<file path="src/rtl/pipeline_if_return_stage_if.sv">
// Fetch-return bus: request/stall/flush in from fetch-prepare and control,
// ROM/DRAM read data in, registered instruction triple out to decode.
interface pipeline_if_return_stage_if;
    logic        stall;
    logic        flush;
    logic [63:0] pc_IFP;
    logic        if_channel_sel;
    logic [31:0] rom_rdata;
    logic [63:0] dram_rdata;
    logic        dram_rvalid;
    logic        fetch_busy;
    logic [31:0] inst_IF;
    logic [63:0] pc_IF;
    logic        inst_valid;

    modport master (
        output stall, flush, pc_IFP, if_channel_sel, rom_rdata, dram_rdata, dram_rvalid,
        input  fetch_busy, inst_IF, pc_IF, inst_valid
    );

    modport slave (
        input  stall, flush, pc_IFP, if_channel_sel, rom_rdata, dram_rdata, dram_rvalid,
        output fetch_busy, inst_IF, pc_IF, inst_valid
    );
endinterface

</file>
<file path="src/rtl/pipeline_if_return_stage.sv">
// Instruction-fetch return stage: pairs ROM/DRAM read data with its PC, one-entry stall buffer.
// Define IF_DRAM_FETCH_EN to build the variable-latency DRAM fetch channel.
module pipeline_if_return_stage (
    input  logic                        clk,
    input  logic                        reset,
    pipeline_if_return_stage_if.slave   bus
);
    localparam logic [31:0] NOP_INST = 32'h0000_0013;

`ifdef IF_DRAM_FETCH_EN
    typedef enum logic [1:0] {IDLE, ROM_PEND, DRAM_PEND, DRAM_DROP} state_t;
`else
    typedef enum logic [1:0] {IDLE, ROM_PEND} state_t;
`endif

    state_t      state;
    logic [63:0] pend_pc;
    logic        hold_valid;
    logic [31:0] hold_inst;
    logic [63:0] hold_pc;
    logic        inst_valid_q;
    logic [31:0] inst_q;
    logic [63:0] pc_q;

    logic        busy;
    logic        accept;
    logic        resp_vld_p0;
    logic [31:0] resp_inst_p0;
    logic        unused_bits;

`ifdef IF_DRAM_FETCH_EN
    // Busy stays high through the rvalid cycle, so no accept can overlap a DRAM return.
    assign busy         = (state == DRAM_PEND) || (state == DRAM_DROP);
    assign resp_vld_p0  = (state == ROM_PEND) || ((state == DRAM_PEND) && bus.dram_rvalid);
    assign resp_inst_p0 = (state == DRAM_PEND) ? bus.dram_rdata[31:0] : bus.rom_rdata;
    assign unused_bits  = ^bus.dram_rdata[63:32];
`else
    assign busy         = 1'b0;
    assign resp_vld_p0  = (state == ROM_PEND);
    assign resp_inst_p0 = bus.rom_rdata;
    assign unused_bits  = ^{bus.if_channel_sel, bus.dram_rdata, bus.dram_rvalid};
`endif

    assign accept         = !bus.stall && !bus.flush && !busy;
    assign bus.fetch_busy = busy;
    assign bus.inst_IF    = inst_q;
    assign bus.pc_IF      = pc_q;
    assign bus.inst_valid = inst_valid_q;

    always_ff @(posedge clk or posedge reset) begin
        if (reset) begin
            state        <= IDLE;
            pend_pc      <= '0;
            hold_valid   <= 1'b0;
            hold_inst    <= NOP_INST;
            hold_pc      <= '0;
            inst_valid_q <= 1'b0;
            inst_q       <= NOP_INST;
            pc_q         <= '0;
        end else begin
            case (state)
`ifdef IF_DRAM_FETCH_EN
                DRAM_PEND: begin
                    if (bus.dram_rvalid)  state <= IDLE;
                    else if (bus.flush)   state <= DRAM_DROP;
                end
                DRAM_DROP: begin
                    if (bus.dram_rvalid)  state <= IDLE;
                end
`endif
                default: begin
                    if (!accept)                  state <= IDLE;
`ifdef IF_DRAM_FETCH_EN
                    else if (bus.if_channel_sel)  state <= DRAM_PEND;
`endif
                    else                          state <= ROM_PEND;
                end
            endcase

            if (accept) pend_pc <= bus.pc_IFP;

            // Decode-facing register: flush beats stall, drained hold beats new response.
            if (bus.flush) begin
                inst_valid_q <= 1'b0;
                inst_q       <= NOP_INST;
                hold_valid   <= 1'b0;
            end else if (bus.stall) begin
                if (resp_vld_p0) begin
                    hold_valid <= 1'b1;
                    hold_inst  <= resp_inst_p0;
                    hold_pc    <= pend_pc;
                end
            end else if (hold_valid) begin
                inst_valid_q <= 1'b1;
                inst_q       <= hold_inst;
                pc_q         <= hold_pc;
                hold_valid   <= 1'b0;
            end else if (resp_vld_p0) begin
                inst_valid_q <= 1'b1;
                inst_q       <= resp_inst_p0;
                pc_q         <= pend_pc;
            end else begin
                inst_valid_q <= 1'b0;
                inst_q       <= NOP_INST;
            end
        end
    end
endmodule

</file>
<file path="src/flat_wrapper.sv">
// flat-port wrapper written by rule: the top's interface ports become plain ports
module pipeline_if_return_stage_flat 
  (clk, reset, bus_stall, bus_flush, bus_pc_IFP, bus_if_channel_sel, bus_rom_rdata, bus_dram_rdata, bus_dram_rvalid, bus_fetch_busy, bus_inst_IF, bus_pc_IF, bus_inst_valid);
  pipeline_if_return_stage_if bus_i ();
  input  logic clk;
  input  logic reset;
  input wire logic [$bits(bus_i.stall)-1:0] bus_stall;
  input wire logic [$bits(bus_i.flush)-1:0] bus_flush;
  input wire logic [$bits(bus_i.pc_IFP)-1:0] bus_pc_IFP;
  input wire logic [$bits(bus_i.if_channel_sel)-1:0] bus_if_channel_sel;
  input wire logic [$bits(bus_i.rom_rdata)-1:0] bus_rom_rdata;
  input wire logic [$bits(bus_i.dram_rdata)-1:0] bus_dram_rdata;
  input wire logic [$bits(bus_i.dram_rvalid)-1:0] bus_dram_rvalid;
  output wire logic [$bits(bus_i.fetch_busy)-1:0] bus_fetch_busy;
  output wire logic [$bits(bus_i.inst_IF)-1:0] bus_inst_IF;
  output wire logic [$bits(bus_i.pc_IF)-1:0] bus_pc_IF;
  output wire logic [$bits(bus_i.inst_valid)-1:0] bus_inst_valid;
  assign bus_i.stall = bus_stall;
  assign bus_i.flush = bus_flush;
  assign bus_i.pc_IFP = bus_pc_IFP;
  assign bus_i.if_channel_sel = bus_if_channel_sel;
  assign bus_i.rom_rdata = bus_rom_rdata;
  assign bus_i.dram_rdata = bus_dram_rdata;
  assign bus_i.dram_rvalid = bus_dram_rvalid;
  assign bus_fetch_busy = bus_i.fetch_busy;
  assign bus_inst_IF = bus_i.inst_IF;
  assign bus_pc_IF = bus_i.pc_IF;
  assign bus_inst_valid = bus_i.inst_valid;
  pipeline_if_return_stage u_core (.clk(clk), .reset(reset), .bus(bus_i));
endmodule
</file>
<file path="config.mk">
export PLATFORM = sky130hd
export DESIGN_NAME = pipeline_if_return_stage_flat
export DESIGN_NICKNAME = d
export VERILOG_FILES = /design/src/rtl/pipeline_if_return_stage_if.sv /design/src/rtl/pipeline_if_return_stage.sv /design/src/flat_wrapper.sv
export SDC_FILE = /design/constraint.sdc
export NUM_CORES = 1
export LEC_CHECK = 0
export BUFFER_PORTS_ARGS = -buffer_cell sky130_fd_sc_hd__buf_2
export CAP_MARGIN = 15
export CORE_ASPECT_RATIO = 1.1
export CORE_MARGIN = 4
export CORE_UTILIZATION = 48
export DETAILED_ROUTE_END_ITERATION = 8
export MAX_ROUTING_LAYER = met4
export PLACE_DENSITY_LB_ADDON = 0.05
export RECOVER_POWER = 100
export SYNTH_ARGS = -nofsm -noshare
export SYNTH_HDL_FRONTEND = slang
export SYNTH_SLANG_ARGS = --single-unit
</file>
<file path="constraint.sdc">
create_clock -name clk -period 9 [get_ports clk]
set_input_delay 1.35 -clock clk [delete_from_list [all_inputs] [get_ports clk]]
set_output_delay 1.35 -clock clk [all_outputs]
set_load 0.05 [all_outputs]
</file>
Yosys cells after proc, flatten, opt, wreduce, memory -nomap -nowiden:

Index checks and enable logic that the tools add are counted.

* reduce and logical (&&, ||, !) cells: 6
* equal/unequal tests: 3
* bitwise logic cells: 2
* muxes and demuxes: 14

Operators with widths (number)
* 2-to-1 mux 32 bit: 4
* 2-to-1 mux 64 bit: 2
* 2-to-1 mux 1 bit: 8
* AND reduction 3 bit: 2
* != test 3 x 1 -> 1 bit (second input constant): 1
* equality test 2 x 1 -> 1 bit (second input constant): 1
* zero test 1 bit: 2
* != test 2 x 1 -> 1 bit (second input constant): 1
* NOT 1 bit: 2
* nonzero test 2 bit: 1
* logical AND 1 bit: 1

* input port bits: 166
* logic and storage cells: 33
* bits in registers: 260
* output and inout port bits: 98

Longest topological paths before layout:

Gate-level depths: netlist (run 1).

* depth in word-level cells: 5
* mapped depth: 7
* gate-level depth less buffers: 4

Worst setup path after synthesis (run 1):

Ideal clock, no wire load.

* path kind: input to register
* start point: in bus_flush
* end point: reg u_core.hold_inst[10]
* path slack: 6497 ps
* arrival: 2378 ps
* cell stages on the path: 5
* required time: 8875 ps
* path buffers: 2
* path through: and2b_1 nand2_1 buf_2 buf_4 mux2_2

* word-level cells in the longest chain between the ends: 2

RTL lines
* start: declaration: RTL line flat_wrapper.sv:8 `input wire logic [$bits(bus_i.flush)-1:0] bus_flush;`
* NOT 1 bit (no line)
* AND reduction 3 bit (no line)
* end signal: assignment: RTL line pipeline_if_return_stage.sv:90 `hold_inst <= resp_inst_p0;`
* end: declaration: RTL line pipeline_if_return_stage.sv:19 `logic [31:0] hold_inst;`

No other way between the ends.
A chain may end at the register's enable or synchronous reset.

Worst setup path in the final report (run 1):

* start point: in bus_flush
* end point: reg u_core.hold_pc[28]

* word-level cells in the longest chain between the ends: 2

RTL lines
* NOT 1 bit (no line)
* AND reduction 3 bit (no line)
* end signal: assignment: RTL line pipeline_if_return_stage.sv:91 `hold_pc <= pend_pc;`
* end: declaration: RTL line pipeline_if_return_stage.sv:20 `logic [63:0] hold_pc;`

No other way between the ends.

==> results.md, run 1 <==
- After the first detailed-routing iteration, the DRC count stood at 312.
- The count of nets left with antenna violations after detail routing is 0.
- For this run, design rule violations remaining after detail routing come to 0.
- The post-cts resize count is 0.
- The number of hold-repair buffers added at the cts stage is 0.
- The clock tree root buffer cell is clkbuf_16.
- A synthesized cell averages 11.8 sq um.
- The checks that failed: max-capacitance violations, max-slew violations.
- STA classifies the critical path endpoint as a flip-flop.
- The final-report setup violation count is 0.
- The filler cells instantiated in the layout total 1,925.
- The global-route usage over all layers is 20.2%.
- The routed layout has 7,253 vias.
- Buffers added to address setup during post-CTS repair amount to 0.
- Counting every sink on the clock net gives 259.
- The count of buffers added on input and output ports is 196.
- Summed over all cells, the static leakage comes to 5.92 nW.
- Setup total negative slack on the finished layout was measured at 0 ns.
- The combinational share of power is 18.9%.
- The number of primary I/O pins is 264.
- Static timing analysis puts the maximum clock frequency at 177 MHz.
- The global-route wire length before repair is 38,800 um.
- The critical path required time is 9.40 ns.
- The number of hold violations in the final report is 0.
- After synthesis the netlist holds a flip-flop and latch count of 259.
- The number of H-tree levels is 1.
- After detailed placement, the total cell area comes to 11,600 sq um.
- The core box area is 21,400 sq um.
- The cell count after synthesis came out at 887.
- The number of detailed-routing iterations run before antenna repair is 6.
- At the end of routability-driven placement, the weighted congestion stood at 0.710.
- The final worst-path cycle share is 62.9%.
- The share of synthesized area in the top cell type comes to 60.3%.
- Setup repair after global routing left no endpoint under its margin.
- The post-synthesis cell area is 10,500 sq um.
- The layout-stage area growth over the synthesis result is 19.2%.
- The number of placement rows is 56.
- The worst setup path is launched from an input port.
- The most used flip-flop cell after synthesis is dfrtp_1.
- In the post-synthesis netlist, the biggest area contributors are dfrtp_1, mux2_2, nand2_1.
- The sequential standard cell area is 6490 sq um.
- The width of the chip is 149 um.
- The initial cell density of the core is 48.9%.
- The share of post-route cells with drive strength above 1 is 23.7%.
- The setup slack after placement is 5.47 ns.
- The net switching power is 1.00 mW.
- In this run, CTS created clock tree buffers numbering 28.
- Measured against its own limit, the worst slew margin works out to -114%.
- Data on the critical path arrives at its endpoint at 6.06 ns.
- The final net count is 1,221.
- The synthesized design spends more area on one cell type than any other, namely dfrtp_1.
- Counting flops with a built-in enable in the synthesized netlist gives 0.
- The pin count of the biggest net entering global routing is 133.
- The number of global-route vias before repair was 7,395.
- Setup slack on the critical path of the routed design comes to 3.34 ns.
- The floorplan step set the die height to 163 um.
- The mean routed wirelength per cell is 17.3 um.
- The switching share of total power is 29.9%.
- Clock-pin slew was measured on the worst setup and hold paths at 0.06 ns.
- Wires add up to 23,700 um.
- TritonCTS built the clock tree.
- The internal power component is 2.35 mW.
- The largest voltage drop on the vdd net is 0.000147 V.
- The worst setup path is of the in2reg kind.
- The maximum buffer depth of the clock tree is 3.
- The most common cell after layout, fill and taps aside is dfrtp_1.
- The max-slew violation count is 176.
- The mean number of vias per cell is 5.29.
- For the pin with the worst max-slew slack, the measured transition is 3.21 ns.
- The number of nets produced by synthesis is 1,053.
- The die covers 24,300 sq um.
- The sequential cell fraction of total power is 44.6%.
- The peak fanout along the critical path is 51.
- The tool flagged a number of max-cap violations equal to 4.
- The final setup skew is 0.00781 ns.
- The flow ran to the end, but the final reports show violations.
- In this run the power density over the cells is 268 nW/um^2.
- The post-synthesis cell type count is 22.
- The sequential cell area fraction in the yosys report is 61.8%.
- In the final layout, the multi-input gates occupy 3680 sq um.
- The top cell types in the final layout, fill and taps aside, are dfrtp_1, nand2_1, o21ai_0.
- For the finished layout, the period the worst path requires is 5.66 ns.
- The async set or reset register ratio after synthesis is 100%.
- The total grt overflow is 0.
- During synthesis, Yosys emitted a total of 0 warnings.
- The clock network is responsible for 36.5% of the overall power.
- The post-layout instance area is 12,500 sq um.
- At the later pin of the worst-skew pair, clock insertion delay measures 0.53 ns.
- The number of antenna violations at the first check in global routing is 5.
- The detailed placer's ending HPWL is 13,700 um.
- The worst min-delay path class is reg2reg.
-- power groups by stage --
| stage | clock network [mW] | registers (mW) | logic, mW |
|---|---|---|---|
| finish | 1.22 | 1.49 | 0.635 |
| global route | 1.30 | 1.52 | 0.694 |
| CTS | 1.25 | 1.49 | 0.666 |
| detailed placement | 0 | 1.51 | 0.666 |
| global placement | 0 | 1.50 | 0.657 |
| floorplan | 0 | 1.74 | 0.252 |
-- cell usage after synthesis, types with 3 or more instances --
master	number
a21oi_1	3
a221o_1	29
and3_1	29
buf_2	22
buf_4	6
buf_6	3
clkbuf_1	36
dfrtp_1	253
dfstp_2	6
mux2_2	96
mux2i_1	67
nand2_1	195
nor2_1	6
o21ai_0	123
o21ai_1	6
-- sequential cells by signal, indices dropped and copies added (netlist names) --
name	flops
u_core.pend_pc	64
u_core.bus.inst_valid	1
u_core.hold_valid	1
u_core.bus.pc_IF	64
u_core.bus.inst_IF	32
u_core.state	1
u_core.hold_inst	32
u_core.hold_pc	64
-- stage by stage --
stage	hold slack, ns	util (%)	std cells	total power [mW]
floorplan	0.463	-	887	1.99
global placement	0.460	54.3	1315	2.16
detailed placement	0.464	54.3	1315	2.18
CTS	0.479	59.0	1366	3.41
global route	0.505	58.3	1371	3.52
finish	0.484	58.3	1371	3.35
-- cell type report --
| cell class | count | share of cell area (%) |
|---|---|---|
| Antenna cell | 5 | 0.100 |
| Clock buffer | 42 | 6.91 |
| Clock inverter | 9 | 1.16 |
| Inverter | 2 | 0.120 |
| Multi-Input combinational cell | 559 | 29.4 |
| Sequential cell | 259 | 51.9 |
| Tap cell | 290 | 2.90 |
| Timing Repair Buffer | 205 | 7.45 |
-- final timing paths --
kind	startpoint	endpoint	cells after the start	slack, ns
max	bus_flush	u_core.hold_pc[28]$_DFFE_PP0P_	5	3.34
min	u_core.bus.inst_valid$_DFFE_PP0P_	u_core.bus.inst_valid$_DFFE_PP0P_	2	0.48
max reg2reg	u_core.state[0]$_DFF_PP0_	u_core.hold_pc[28]$_DFFE_PP0P_	3	4.04
min reg2reg	u_core.bus.inst_valid$_DFFE_PP0P_	u_core.bus.inst_valid$_DFFE_PP0P_	2	0.48
max in group asynchronous	reset	u_core.pend_pc[38]$_DFFE_PP0P_	3	6.71
min in group asynchronous	reset	u_core.pend_pc[42]$_DFFE_PP0P_	2	1.02
-- per-layer routing --
metal / vias up / global-route usage (%) / part of all wire [%]
met5: - / - / 0
met4: 0 / 4.41 / 1.6
met3: 26 / 4.41 / 6.7
met2: 174 / 31.8 / 47
met1: 3639 / 27.3 / 45
li1: 3414 / - / -
-- cell families after synthesis --
group,after synthesis,share of synthesized area (%)
flip-flops,259,61.8
AND/OR/NAND/NOR,234,9.23
multiplexers,163,16.7
AO/OA/AOI/OAI,161,9.06
buffers and inverters,69,3.16
other,1,0.0357
-- worst max-delay path, stage by stage --
cell,delay [ns]
clkbuf_1,0.10
and2b_1,0.20
nand2_1,1.52
clkbuf_1,2.38
mux2_2,0.49
(Power assumes the default switching activity.)
==> run 2: changes to the inputs <==
--- a/config.mk
+++ b/config.mk
@@ -5,11 +5,12 @@
 export SDC_FILE = /design/constraint.sdc
 export NUM_CORES = 1
 export LEC_CHECK = 0
+export ABC_AREA = 1
 export BUFFER_PORTS_ARGS = -buffer_cell sky130_fd_sc_hd__buf_2
 export CAP_MARGIN = 15
 export CORE_ASPECT_RATIO = 1.1
 export CORE_MARGIN = 4
-export CORE_UTILIZATION = 48
+export CORE_UTILIZATION = 54
 export DETAILED_ROUTE_END_ITERATION = 8
 export MAX_ROUTING_LAYER = met4
 export PLACE_DENSITY_LB_ADDON = 0.05
==> constraint.sdc (replaced) <==
create_clock -name clk -period 5.6 [get_ports clk]
set_input_delay 0.84 -clock clk [delete_from_list [all_inputs] [get_ports clk]]
set_output_delay 0.84 -clock clk [all_outputs]
set_load 0.05 [all_outputs]
==> run 2 against run 1 <==
- the flow still finishes with violations (max-capacitance violations, max-slew violations)
- sequential power is 59% higher
- critical path depth increased by 3
- worst hold slack got worse by 0.020 ns
- combinational power rose by 56%
- routed wire length rose by 8.0%
- cell area grew 1.8%
- die area decreased by 7.4%
- sequential share of layout area fell by 0.91 points
- clock skew up 0.0036 ns
- critical path type unchanged
- largest cell class unchanged
==> results.md, run 2 <==
- The run finished, with violations left.
- The checks that failed: max-capacitance violations, max-slew violations.
- Counting flops with an async set or reset pin after synthesis yields a share of 100%.
- The net switching power is 1.69 mW.
- By count the netlist is led by nand2_1, dfrtp_1, o21ai_0.
- The number of antenna violations at the first check in global routing is 2.
- The number of global-route vias before repair is 8,583.
- Along the worst path, the maximum fanout reaches 49.
- The clock slew seen by the registers of the worst setup and hold paths is 0.06 ns.
- Power spread over the standard cell area amounts to 414 nW/um^2.
- The cell depth of the worst hold path is 2.
- The post-cts resize count is 0.
- The post-synthesis cell type count is 16.
- The maximum buffer depth of the clock tree is 3.
- The worst-margin pin slew is 3.36 ns.
- In this run the remaining antenna-violating nets after routing total 0.
- On the final layout, the worst clock skew is 0.0114 ns.
- The final total negative setup slack is 0 ns.
- The average instance area after synthesis is 8.06 sq um.
- Leaving out fill and tap cells, the most frequent cells in the layout are nand2_1, dfrtp_1, o21ai_0.
- The start-to-end type of the worst setup path is in2reg.
- The final-report setup violation count is 0.
- The height of the chip is 157 um.
- The leading cell type by number of instances after synthesis is nand2_1.
- The final core area utilization is 64.3%.
- The sequential cell fraction of total power is 45.0%.
- For this run, the detailed router's first-pass iteration total came to 5.
- The share of post-route cells with drive strength above 1 is 10.7%.
- The worst path needs 3.94 ns of the cycle, external delays included.
- The total wire length after detailed routing is 25,700 um.
- After detailed routing, the number of vias per cell comes to 4.95.
- The synthesis warning total is 0.
- The number of primary I/O pins is 264.
- In the final routed layout, each cell accounts on average for 14.4 um.
- Clock latency on the worst-skew pair, taken at its later pin, is 0.53 ns.
- The fraction of synthesized cell area taken by the top area cell type is 58.2%.
- The internal power component is 3.58 mW.
- Routability-driven placement finished with a final weighted congestion of 0.773.
- The critical path required time is 6.02 ns.
- The detailed router finished its first iteration with 618 violations.
- The number of setup buffers added after CTS is 0.
- The endpoint with the worst hold slack is u_core.hold_inst[0]$_DFFE_PP1P_.
- For this design, the CTS-stage hold fixing added 0 buffers.
- Of the total power, the share spent switching nets is 32.0%.
- The internal reg-to-reg setup slack is 1.96 ns.
- In the finished design, the share of the clock period the worst path needs comes to 70.4%.
- In this run, synthesis inferred 0 flip-flops with an integrated enable.
- The total grt overflow is 0.
- Setup repair after global routing left no endpoint under its margin.
- The final net count is 1,674.
- The pin count of the biggest net entering global routing is 168.
- The core region is 19,800 sq um.
- The number of hold violations in the final report came to 0.
- The clock group share of total power is 36.1%.
- The die covers 22,500 sq um.
- Per report_power, the combinational group accounts for 18.8% of the total.
- dfrtp_1 takes more of the synthesized area than any other cell.
- For the worst setup path, the data arrival time is 4.36 ns.
- In this run the critical register-to-register path is launched from u_core.hold_valid$_DFFE_PP0P_.
- The width of the chip is 143 um.
- OpenSTA, run right after detailed placement, puts the worst setup slack at 2.55 ns.
- The worst min-delay path startpoint is u_core.hold_inst[0]$_DFFE_PP1P_.
- The worst min-delay path class is reg2reg.
- The post-synthesis cell area is 10,900 sq um.
- The number of I/O port buffers is 196.
- Across every metal layer, demand over resource in global routing totals 23.6%.
- TritonCTS built the clock tree.
- After legalization and detailed placement, the total HPWL measured 14,700 um.
- In this run the critical register-to-register path is captured at u_core.bus.pc_IF[6]$_DFFE_PP0P_.
- The max-slew violation count was 404.
- The TritonCTS sink count is 259.
- STA classifies the critical path startpoint as an input port.
- The number of H-tree levels is 1.
- The peak clock frequency supported by timing is 253 MHz.
- In this run the core area contains 54 standard-cell rows.
- Compared with the post-synthesis result, the final layout area differs by 17.0%.
- The detailed router placed 8,825 vias in this run.
- The root buffer cell chosen for the clock tree is clkbuf_16.
- The layout has 1,818 filler cells.
- The first global-routing pass estimated 42,500 um of wire.
- The register bit count reported by yosys is 259.
- Synthesis produced 1,351 cells.
- For the worst flop-to-flop path, the logic depth is 5.
- By area the synthesized netlist is led by dfrtp_1, nand2_1, o21ai_0.
- Sequential elements use 59.6% of the synthesized area.
- IR analysis of the VDD net gives a maximum drop of 0.000279 V.
- The remaining max-slew budget at the tightest pin is -124%.
- The number of nets produced by synthesis is 1,517.
- The endpoint kind of the worst setup timing path is a flip-flop.
- The number of maximum-capacitance constraint violations is 7.
- The initial cell density of the core is 55.0%.
- Clock tree synthesis inserted a total of 27 buffers.
- For this run, design rule violations remaining after detail routing come to 0.
- The most common cell after layout, fill and taps aside is nand2_1.
- The static leakage power is 6.78 nW.
- The worst path meets setup with 1.66 ns of slack.
- The most used flip-flop cell after synthesis is dfrtp_1.
==> run 2: cells by family (layout without fill, tap and decap cells) <==
family	after synthesis	after routing	synth area share, %
other	1	3	0.0345
buffers and inverters	153	330	6.13
AO/OA/AOI/OAI	130	130	5.98
AND/OR/NAND/NOR	808	808	28.2
flip-flops	259	259	59.6
==> run 2: area by class of cell <==
class / instances / area (sq um) / area share [%]
flip-flops and latches: 259 / 6490 / 51.0
well taps: 252 / 315 / 2.48
clock inverters: 13 / 173 / 1.36
repair buffers: 207 / 945 / 7.42
diodes: 2 / 5.00 / 0.0393
clock buffers: 36 / 779 / 6.12
multi-input cells: 939 / 3740 / 29.4
inverters: 74 / 279 / 2.19
==> run 2: worst max path at each step <==
stage / start / end / slack [ns]
finish: bus_flush / u_core.hold_pc[22]$_DFFE_PP0P_ / 1.66
floorplan: reset / u_core.bus.inst_IF[10]$_DFFE_PP0P_ / 1.35
global placement: bus_flush / u_core.hold_pc[49]$_DFFE_PP0P_ / 2.60
detailed placement: bus_flush / u_core.hold_inst[9]$_DFFE_PP0P_ / 2.55
global route: bus_stall / u_core.hold_pc[49]$_DFFE_PP0P_ / 1.19
CTS: u_core.hold_valid$_DFFE_PP0P_ / u_core.bus.pc_IF[10]$_DFFE_PP0P_ / 2.60
==> run 2: metal layers <==
| layer | GRT usage (%) | part of all wire [%] |
|---|---|---|
| met1 | 33.1 | 46 |
| met4 | 5.83 | 1.6 |
| met5 | - | 0 |
| met3 | 3.28 | 6.0 |
| met2 | 37.0 | 46 |
==> run 2: worst max-delay path, stage by stage <==
cell and delay, ns:
buf_2 0.10, inv_1 0.06, nand2_1 0.18, inv_1 0.81
nand2_1 1.36, buf_4 0.73, nand2_1 0.15, nand2_1 0.07
==> run 2: power by group through the flow <==
stage,logic [mW],registers [mW],clock network (mW)
detailed placement,1.03,2.40,0
floorplan,0.376,2.77,0
CTS,1.04,2.37,1.94
global placement,1.02,2.39,0
global route,1.10,2.41,2.01
finish,0.991,2.37,1.90
==> run 2: through the flow <==
step	cells	power [mW]	area [sq um]	hold slack [ns]
floorplan	1351	3.14	10900	0.442
global placement	1731	3.40	11900	0.450
detailed placement	1731	3.43	11900	0.456
CTS	1780	5.34	12900	0.465
global route	1782	5.53	12700	0.485
finish	1782	5.27	12700	0.464
==> run 3: changes to the inputs <==
--- a/config.mk
+++ b/config.mk
@@ -5,12 +5,12 @@
 export SDC_FILE = /design/constraint.sdc
 export NUM_CORES = 1
 export LEC_CHECK = 0
-export ABC_AREA = 1
+export ABC_AREA = 0
 export BUFFER_PORTS_ARGS = -buffer_cell sky130_fd_sc_hd__buf_2
 export CAP_MARGIN = 15
 export CORE_ASPECT_RATIO = 1.1
 export CORE_MARGIN = 4
-export CORE_UTILIZATION = 54
+export CORE_UTILIZATION = 53
 export DETAILED_ROUTE_END_ITERATION = 8
 export MAX_ROUTING_LAYER = met4
 export PLACE_DENSITY_LB_ADDON = 0.05
==> constraint.sdc (replaced) <==
create_clock -name clk -period 4 [get_ports clk]
set_input_delay 0.6 -clock clk [delete_from_list [all_inputs] [get_ports clk]]
set_output_delay 0.6 -clock clk [all_outputs]
set_load 0.05 [all_outputs]
==> run 3 against run 2 <==
- the run still ends with max-capacitance violations, max-slew violations left
- worst hold slack worse by 0.21 ns
- cell count decreased by 25%
- first-iteration DRC count is 34% lower
- sequential power increased by 42%
- critical path depth is 2 lower
- register-to-register slack worse by 0.82 ns
- cell area down 1.5%
- setup slack worse by 0.56 ns
==> results.md, run 3 (synthesis results as in run 1) <==
- The flow ran to the end, but the final reports show violations.
- The final reports fail on max-capacitance violations, max-slew violations.
- The TritonCTS sink count is 259.
- The final layout contains routed wiring with a total length of 23,500 um.
- The largest voltage drop on the vdd net is 0.000344 V.
- The pre-antenna-repair detailed-routing pass consisted of 4 iterations.
- At the pin with the least slew margin, the transition time is 1.76 ns.
- The net count of the finished layout is 1,225.
- The completed layout was analyzed and its total power is 7.62 mW.
- Net switching is 30.1% of the power.
- Combinational logic burns 18.7% of the power.
- Measured along the y axis, the die boundary spans 156 um.
- For this design the static power due to leakage is 5.96 nW.
- TritonCTS built the clock tree.
- The max-slew violation count was 86.
- The number of hold violations in the final report is 0.
- The global-route wire length before repair is 38,200 um.
- Max-cap violations in this run came to 2.
- The worst setup path is launched from an input port.
- The final cell count without fillers is 1,332.
- After clock tree synthesis, the clock-pin slew on the worst setup and hold paths is 0.06 ns.
- The full die area is 22,100 sq um.
- The number of global-route vias before repair was 7,252.
- After detailed placement, the design holds a cell count of 1,276.
- The global-route usage over all layers is 21.8%.
- The final setup skew is 0.0102 ns.
- The analysis attributes to net switching a power of 2.29 mW.
- The power per cell area is 608 nW/um^2.
- In the layout the commonest cells are dfrtp_1, nand2_1, o21ai_0.
- No sink is reached through more buffers than the 3 on the longest clock path.
- Setup repair after global routing left no endpoint under its margin.
- The final worst-path cycle share is 72.6%.
- Routability-driven placement finished with a final weighted congestion of 0.748.
- The most common cell after layout, fill and taps aside is dfrtp_1.
- The detail route stage leaves a number of antenna-violating nets equal to 0.
- The endpoint kind of the worst setup timing path is a flip-flop.
- The later pin in the worst-skew pair is clocked with a latency of 0.53 ns.
- The number of post-CTS setup repair buffers is 0.
- The worst hold path belongs to the class in2reg.
- The sequential cell fraction of total power is 44.3%.
- The total via count in the routed design is 7,242.
- Setup total negative slack on the finished layout was measured at 0 ns.
- The arrival time of data at the critical path endpoint is 3.30 ns.
- The number of antenna violations at the first check in global routing is 5.
- Entering global routing, the biggest net connects 95 pins.
- In this run the standard cell core region covers 19,300 sq um.
- The first routing iteration left 405 violations.
- The number of hold-repair buffers added at the cts stage is 0.
- After floorplanning, the core was divided into 53 placement rows.
- The post-cts resize count is 0.
- The number of H-tree levels is 1.
- The peak fanout along the critical path is 64.
- Setup violations remaining at the end of the flow were counted as 0.
- After detailed routing, the number of vias per cell comes to 5.44.
- After detailed routing, the number of remaining DRC violations is 0.
- The final core area utilization is 64.9%.
- The smallest clock period supported by the final layout is computed as 2.90 ns.
- The width of the chip is 142 um.
- The share of post-route cells with drive strength above 1 is 24.4%.
- The number of buffers created by CTS is 28.
- The internal power component is 5.33 mW.
- Port buffering added 196 buffers.
- Based on the critical path, the design can be clocked at up to 344 MHz.
- The setup path with the least slack is of type in2reg.
- The detailed placer's ending HPWL is 13,500 um.
- Clock tree synthesis selected as its root buffer the cell clkbuf_16.
- The initial utilization of the core area, before any placement, comes to 54.4%.
- The clock network is responsible for 37.1% of the overall power.
- The critical path required time is 4.40 ns.
- The layout-stage area growth over the synthesis result is 19.4%.
- The total overflow left after global routing is 0.
- After detailed routing, the average wire length per cell comes to 17.7 um.
- The remaining max-slew budget at the tightest pin is -18.2%.
- The number of primary I/O pins is 264.
## run 3: changes by cell type in the layout (fill, tap and decap cells not counted), moves of 29 or more
cell,delta
inv_1,-72
nand2_1,-573
and3_1,+29
a221o_1,+29
nand3_1,-29
mux2i_1,+67
mux2_2,+96
## run 3: per-stage QoR
step                setup slack, ns  hold slack, ns  cell area, sq um
floorplan                  -0.00869           0.463             10500
global placement               1.21           0.462             11700
detailed placement             1.20           0.460             11700
CTS                            1.66           0.133             12700
global route                  0.754           0.251             12500
finish                         1.10           0.254             12500
## run 3: path summary, 6_finish.rpt
path	cells past startpoint	startpoint	endpoint	slack (ns)
max	6	bus_flush	u_core.bus.pc_IF[22]$_DFFE_PP0P_	1.10
min	3	bus_pc_IFP[26]	u_core.pend_pc[26]$_DFFE_PP0P_	0.25
max reg2reg	3	u_core.hold_valid$_DFFE_PP0P_	u_core.bus.pc_IF[22]$_DFFE_PP0P_	1.14
min reg2reg	2	u_core.bus.inst_valid$_DFFE_PP0P_	u_core.bus.inst_valid$_DFFE_PP0P_	0.47
max in group asynchronous	3	reset	u_core.hold_valid$_DFFE_PP0P_	1.46
min in group asynchronous	2	reset	u_core.pend_pc[53]$_DFFE_PP0P_	0.29
## run 3: area by class of cell
class | count | area [sq um]
antenna | 5 | 12.5
clock buffer | 38 | 800
clock inverter | 13 | 226
fill | 1614 | 6760
inverter | 2 | 10.0
multi-input combinational | 559 | 3690
sequential | 259 | 6490
tap | 247 | 309
timing repair buffer | 209 | 995
## run 3: power by group through the flow
stage          registers [mW]  logic (mW)  clock network (mW)
2_1_floorplan            3.91       0.568                   0
6_report                 3.37        1.42                2.82
3_5_place_dp             3.41        1.49                   0
5_1_grt                  3.43        1.55                2.99
3_3_place_gp             3.39        1.47                   0
4_1_cts                  3.37        1.50                2.88
## run 3: layer usage
metal  vias up  part of all wire [%]  global-route usage (%)
met3        29                   6.0                    4.23
li1       3418                     -                       -
met5         -                     0                       -
met2       174                    47                    33.2
met4         0                   1.8                    5.85
met1      3621                    45                    30.4
## run 3: critical path, stage by stage
cell and delay [ns]:
clkbuf_1 0.10, or2_2 0.97, clkinv_2 0.14, o21ai_1 0.97, buf_12 0.34, o21ai_0 0.14
